### config.mk
export PLATFORM = sky130hd
export DESIGN_NAME = dcache
export DESIGN_NICKNAME = d
export VERILOG_FILES = /design/src/rtl/cpu_pkg.sv /design/src/rtl/load_extract.sv /design/src/rtl/dcache.sv
export SDC_FILE = /design/constraint.sdc
export NUM_CORES = 2
export LEC_CHECK = 0
export ABC_AREA = 1
export BUFFER_PORTS_ARGS = -buffer_cell sky130_fd_sc_hd__buf_2
export CAP_MARGIN = 20
export CELL_PAD_IN_SITES_DETAIL_PLACEMENT = 0
export CELL_PAD_IN_SITES_GLOBAL_PLACEMENT = 1
export CORE_MARGIN = 2
export CORE_UTILIZATION = 45
export CTS_BUF_LIST = sky130_fd_sc_hd__clkbuf_4 sky130_fd_sc_hd__clkbuf_8
export DETAILED_ROUTE_END_ITERATION = 10
export PLACE_DENSITY = 0.78
export SLEW_MARGIN = 20
export SYNTH_ARGS = -nofsm -noshare
export SYNTH_HDL_FRONTEND = slang
export SYNTH_SLANG_ARGS = --single-unit
### constraint.sdc
create_clock -name clk -period 8.2 [get_ports clk]
set_input_delay 1.23 -clock clk [delete_from_list [all_inputs] [get_ports clk]]
set_output_delay 1.23 -clock clk [all_outputs]
set_load 0.03 [all_outputs]
### src/rtl/cpu_pkg.sv
// Shared CPU-side definitions: cache FSM states, DataWidth codes, store lane helpers.
package cpu_pkg;

  typedef enum logic [1:0] {
    ST_IDLE  = 2'd0,
    ST_FILL  = 2'd1,
    ST_WRITE = 2'd2,
    ST_IO    = 2'd3
  } state_e;

  localparam logic [2:0] DW_W  = 3'b000;
  localparam logic [2:0] DW_H  = 3'b001;
  localparam logic [2:0] DW_B  = 3'b010;
  localparam logic [2:0] DW_HU = 3'b101;
  localparam logic [2:0] DW_BU = 3'b100;

  // Byte enables for a store; misaligned halves/words truncate to their natural lanes.
  function automatic logic [3:0] byte_en(input logic [2:0] dw, input logic [1:0] off);
    logic [3:0] be;
    case (dw)
      DW_W:        be = 4'b1111;
      DW_H, DW_HU: be = off[1] ? 4'b1100 : 4'b0011;
      DW_B, DW_BU: be = 4'b0001 << off;
      default:     be = 4'b1111;
    endcase
    return be;
  endfunction

  // Move right-aligned store data into the byte lanes selected by the address.
  function automatic logic [31:0] store_lanes(input logic [2:0] dw, input logic [1:0] off,
                                              input logic [31:0] wd);
    logic [31:0] r;
    case (dw)
      DW_W:        r = wd;
      DW_H, DW_HU: r = off[1] ? {wd[15:0], 16'h0000} : {16'h0000, wd[15:0]};
      DW_B, DW_BU: r = {24'h000000, wd[7:0]} << {off, 3'b000};
      default:     r = wd;
    endcase
    return r;
  endfunction

endpackage

### src/rtl/load_extract.sv
// Selects the byte/half addressed by off and sign- or zero-extends it per DataWidth.
module load_extract
  import cpu_pkg::*;
(
  input  logic [31:0] word,
  input  logic [1:0]  off,
  input  logic [2:0]  dw,
  output logic [31:0] data_c
);

  logic [7:0]  sel_b;
  logic [15:0] sel_h;

  // Lane select then extend; unknown codes return the whole word.
  always_comb begin
    sel_b = word[{off, 3'b000} +: 8];
    sel_h = off[1] ? word[31:16] : word[15:0];
    case (dw)
      DW_W:    data_c = word;
      DW_B:    data_c = {{24{sel_b[7]}}, sel_b};
      DW_BU:   data_c = {24'h000000, sel_b};
      DW_H:    data_c = {{16{sel_h[15]}}, sel_h};
      DW_HU:   data_c = {16'h0000, sel_h};
      default: data_c = word;
    endcase
  end

endmodule

### src/rtl/dcache.sv
// Direct-mapped, one-word-line, write-through/no-allocate data cache with an uncached IO window.
module dcache
  import cpu_pkg::*;
#(
  parameter int unsigned SETS    = 64,
  parameter logic [31:0] IO_BASE = 32'hBFC01000
) (
  input  logic        clk,
  input  logic        rst_n,
  input  logic [31:0] addr,
  input  logic [31:0] wdata,
  input  logic        wen,
  input  logic        ren,
  input  logic [2:0]  DataWidth,
  output logic [31:0] dout,
  output logic        stall,
  output logic        mem_req,
  output logic        mem_we,
  output logic [31:0] mem_addr,
  output logic [31:0] mem_wdata,
  output logic [3:0]  mem_be,
  input  logic [31:0] mem_rdata,
  input  logic        mem_ack
);

  localparam int unsigned IDX_W = $clog2(SETS);
  localparam int unsigned TAG_W = 32 - IDX_W - 2;

  state_e            state_q, state_d;
  logic [SETS-1:0]   valid_q, valid_d;
  logic              done_q, done_d;
  logic [31:0]       io_q, io_d;
  logic [TAG_W-1:0]  tag_q [SETS];
  logic [31:0]       data_q [SETS];

  logic [IDX_W-1:0]  idx;
  logic [TAG_W-1:0]  tag;
  logic              cached, hit_line, ld, st;
  logic [31:0]       line, lanes, merged, hit_ext, io_ext;
  logic [3:0]        be;
  logic              arr_we;
  logic [31:0]       arr_wdata;

  assign idx      = addr[IDX_W+1:2];
  assign tag      = addr[31:IDX_W+2];
  assign cached   = (addr < IO_BASE);
  assign line     = data_q[idx];
  assign hit_line = valid_q[idx] && (tag_q[idx] == tag);
  assign st       = wen;
  assign ld       = ren && !wen;
  assign be       = byte_en(DataWidth, addr[1:0]);
  assign lanes    = store_lanes(DataWidth, addr[1:0], wdata);

  load_extract u_hit_ext (.word(line), .off(addr[1:0]), .dw(DataWidth), .data_c(hit_ext));
  load_extract u_io_ext  (.word(io_q), .off(addr[1:0]), .dw(DataWidth), .data_c(io_ext));

  // Store-hit merge: enabled bytes come from the store, the rest from the line.
  always_comb begin
    merged = line;
    for (int i = 0; i < 4; i++) begin
      if (be[i]) merged[8*i +: 8] = lanes[8*i +: 8];
    end
  end

  // Next state, array write controls and CPU/memory outputs.
  always_comb begin
    state_d   = state_q;
    valid_d   = valid_q;
    done_d    = 1'b0;
    io_d      = io_q;
    arr_we    = 1'b0;
    arr_wdata = line;
    stall     = 1'b0;
    dout      = 32'h0;
    mem_req   = 1'b0;
    mem_we    = 1'b0;
    mem_addr  = {addr[31:2], 2'b00};
    mem_wdata = 32'h0;
    mem_be    = 4'b1111;
    case (state_q)
      ST_IDLE: begin
        // done_q marks the retire cycle of a store or IO load whose inputs are still held
        if (done_q && ld && !cached) begin
          dout = io_ext;
        end else if (done_q && st) begin
          stall = 1'b0;
        end else if (st) begin
          stall   = 1'b1;
          state_d = ST_WRITE;
        end else if (ld && !cached) begin
          stall   = 1'b1;
          state_d = ST_IO;
        end else if (ld && hit_line) begin
          dout = hit_ext;
        end else if (ld) begin
          stall   = 1'b1;
          state_d = ST_FILL;
        end
      end
      ST_FILL: begin
        stall   = 1'b1;
        mem_req = 1'b1;
        if (mem_ack) begin
          arr_we       = 1'b1;
          arr_wdata    = mem_rdata;
          valid_d[idx] = 1'b1;
          state_d      = ST_IDLE;
        end
      end
      ST_IO: begin
        stall   = 1'b1;
        mem_req = 1'b1;
        if (mem_ack) begin
          io_d    = mem_rdata;
          done_d  = 1'b1;
          state_d = ST_IDLE;
        end
      end
      ST_WRITE: begin
        stall     = 1'b1;
        mem_req   = 1'b1;
        mem_we    = 1'b1;
        mem_wdata = lanes;
        mem_be    = be;
        if (mem_ack) begin
          done_d  = 1'b1;
          state_d = ST_IDLE;
          if (cached && hit_line) begin
            arr_we    = 1'b1;
            arr_wdata = merged;
          end
        end
      end
      default: state_d = ST_IDLE;
    endcase
  end

  // Control registers with synchronous reset.
  always_ff @(posedge clk) begin
    if (!rst_n) begin
      state_q <= ST_IDLE;
      valid_q <= '0;
      done_q  <= 1'b0;
      io_q    <= 32'h0;
    end else begin
      state_q <= state_d;
      valid_q <= valid_d;
      done_q  <= done_d;
      io_q    <= io_d;
    end
  end

  // Tag/data arrays; never written while reset is asserted.
  always_ff @(posedge clk) begin
    if (rst_n && arr_we) begin
      tag_q[idx]  <= tag;
      data_q[idx] <= arr_wdata;
    end
  end

endmodule

==> results by group <==
Run status
  – Status: finished clean

Worst setup path
  – Reg2reg start: tag_q[16][1]$_DFFE_PP_
  – Worst setup SP type: input port
  – CP Class: input port to primary output
  – Critical Path RT: 6.97 ns
  – Register-to-Register Path Depth: 20
  – CP arrival: 6.40 ns
  – Reg-to-Reg End: data_q[14][22]$_DFFE_PP_
  – Slowest CP cell: buf_8
  – CP cell instances: buf_8, inv_8, buf_4, buf_4, o21ai_0, nand2_1, o21ai_0, nand2_1, nor2_1, nand2_1, nand2_1, nand2_1, nor2_1, nand2_1, nor2_1, nand2_1, nor2_4, and3_1, buf_4, nand3_1, a21oi_1, buf_2
  – Crit end category: primary output
  – Worst reg2reg setup slack: 3.03 ns
  – Largest stage delay on the critical path: 0.49 ns
  – CP dominant cell by count: nand2_1
  – CP Max Fanout: 83

Global route
  – Antenna violations before repair: 19
  – Final global-route overflow total: 0
  – First-pass GRT wire length: 711000 um
  – GRT Total Usage: 0.299
  – Vias in the first global route: 97055
  – Largest net degree at the start of global routing: 163

Flow run
  – Max-cap viol count: 0

Synthesis
  – Synth top area cells: edfxtp_1 73%, nand2_1 8.6%, inv_1 2.6%, nor2_1 1.9%, nand3_1 1.8%
  – Post-Synthesis Cells: 12078
  – Yosys warning total: 0
  – Primary FF master, synth: edfxtp_1
  – Post-synth top area share: 0.726
  – Synthesized flop and latch total: 3683
  – Mapped cell area: 0.148 mm2
  – Number of flops mapped to enable cells by yosys: 3584
  – Register area share after synthesis: 0.740
  – Ys async rst share: 0
  – Post-synth top area cell: edfxtp_1
  – Synth cell types: 48
  – Mapped Avg Cell Area: 12.3 um2

Floorplanning
  – Die ar.: 0.334 mm2
  – I/O Pins: 207
  – Core Box Area: 0.327 mm2
  – Die Y: 578 um
  – Die span in x: 578 um
  – Core Rows: 210
  – Initial core utilization: 0.453

STA
  – Final Slew Violations: 0
  – Clock Skew: 0.0861 ns
  – Final Hold Viols: 0
  – RSZ-0062 raised after global routing: false
  – Fmax: 131 MHz
  – Final critical-path share of the clock period: 0.930
  – Setup TNS: 0 ns
  – Post-layout minimum cycle time: 7.63 ns
  – Rel. slew slack: 0.310
  – Worst-Margin Slew: 1.03 ns
  – Final Setup Violations: 0

Drt
  – DRT Pass-1 Iters: 8
  – Wire length per cell: 29.2 um
  – Final WL: 508000 um
  – Vias: 101857
  – Vias/cell: 5.85
  – # DRC: 0
  – Antenna-violating nets left: 0
  – Initial drt markers: 15253

Layout
  – Area grow syn2layout: 13.7%
  – Non-filler cells, final: 17410
  – Number of fill cells: 27749
  – Fraction of layout cells with a size suffix above 1: 0.135
  – # nets final: 12717

Clock tree
  – H-Tree Depth: 6
  – CTS Hold Bufs: 0
  – Clock-pin slew on the worst setup and hold paths: 0.06 ns
  – TritonCTS clock tree: built
  – Num CTS Buffers: 600
  – TritonCTS Sinks: 3683
  – CTS Buffer Depth: 4
  – Post-CTS Setup Bufs: 0
  – CTS-repair resized insts: 0
  – Worst-Skew Late Latency: 1.25 ns
  – Root Buffer Master: clkbuf_8

Hold path
  – Hold Crit Depth: 3
  – Worst min path class: input port to flop
  – Hold Startpoint: mem_rdata[24]
  – Hold Path Sink: io_q[24]$_SDFFE_PN0P_

Placement
  – DP Cell Count: 16353
  – GPL Wtd Cong: 0.908
  – IO buf count: 204
  – Post-DP HPWL: 274000 um

Power
  – Pwr per Cell Area: 238 mW/mm2
  – Leakage: 62.9 nW
  – VDD IR max: 0.000160 V
power by group:
group	internal, mW	switching [mW]
logic	0.629	2.50
registers	21.4	0.00551
clock network	8.00	7.44
total	30.1	9.94
stage by stage:
stage          instance area, um2  setup WS, ns   util  total power, mW  hold WS (ns)
2_1_floorplan              148000         0.637      -             23.5         0.432
3_3_place_gp               157000         0.765  0.480             24.8         0.443
3_5_place_dp               157000         0.690  0.480             24.9         0.449
4_1_cts                    168000         0.678  0.515             40.0         0.235
5_1_grt                    169000         0.318  0.515             41.1         0.297
6_report                   169000         0.570  0.515             40.0         0.289
worst max path at each step:
stage / start / end
6_report: addr[2] / dout[15]
4_1_cts: addr[2] / dout[15]
5_1_grt: addr[2] / dout[20]
2_1_floorplan: addr[4] / data_q[27][0]$_DFFE_PP_
3_5_place_dp: addr[2] / dout[15]
3_3_place_gp: addr[2] / dout[15]
flip-flops by register name (all words and copies together) (netlist names):
signal,flops
tag_q,1536
io_q,32
valid_q,64
data_q,2048
state_q,2
done_q,1
cells in the final DEF, fill, tap and decap left out, drive strengths merged, types with 5 or more instances in the layout:
| master | n |
|---|---|
| or2 | 134 |
| a221oi | 197 |
| o21ai | 519 |
| bufinv | 5 |
| o2111ai | 19 |
| a22o | 85 |
| a22oi | 275 |
| diode | 8 |
| o2bb2ai | 16 |
| a211oi | 17 |
| nor2 | 773 |
| nand3 | 546 |
| nor3 | 106 |
| a31oi | 20 |
| nand2 | 3401 |
| nand3b | 11 |
| dfxtp | 99 |
| clkinv | 210 |
| a21oi | 174 |
| o31ai | 10 |
| nand4 | 270 |
| edfxtp | 3584 |
| clkbuf | 802 |
| o21a | 13 |
| clkinvlp | 14 |
| o211ai | 85 |
| inv | 1049 |
| buf | 600 |
kinds of logic (layout without fill, tap and decap cells):
| kind of cell | count (synthesis) | after routing | share of synthesized area |
|---|---|---|---|
| compound gates | 1444 | 1444 | 0.0641 |
| fa+ha+maj | 4 | 4 | 0.000338 |
| buf+inv | 1703 | 2680 | 0.0478 |
| flops | 3683 | 3683 | 0.740 |
| simple gates | 5243 | 5243 | 0.148 |
| other cells | 1 | 10 | 0.0000253 |
layer usage:
metal | track usage | vias to the layer above | routed length, um
met5 | 0 | - | 56
met4 | 0.137 | 8 | 26400
met3 | 0.0671 | 1278 | 63600
met2 | 0.463 | 6977 | 229000
met1 | 0.403 | 50139 | 190000
li1 | - | 43455 | -
synthesized netlist by cell type (85+ instances only):
cell type,instances
dfxtp_1,99
nand2_1,3400
o21ai_0,409
o211ai_1,85
or2_2,110
nor2_1,767
a221oi_1,197
inv_1,1014
clkbuf_1,230
buf_2,302
a22oi_1,275
a22o_1,85
nand4_1,270
nand3_1,541
a21oi_1,174
o21ai_1,109
edfxtp_1,3584
critical path, delay by kind of cell:
kind / cells / cell delay (ns)
buffers and inverters: 6 / 2.00
AOI/OAI and AO/OA: 3 / 0.58
and+or+nand+nor: 13 / 2.43
cell type report:
type,instances,area [um2],area share
Clock inverter,247,1510,0.00895
Inverter,1031,3890,0.0231
Sequential cell,3683,110000,0.650
Timing Repair Buffer,600,5840,0.0347
Clock buffer,802,9840,0.0584
Antenna cell,8,20.0,0.000119
Multi-Input combinational cell,6693,32400,0.192
Tap cell,4346,5440,0.0323
Note: power is estimated with default switching activity, not from simulation.
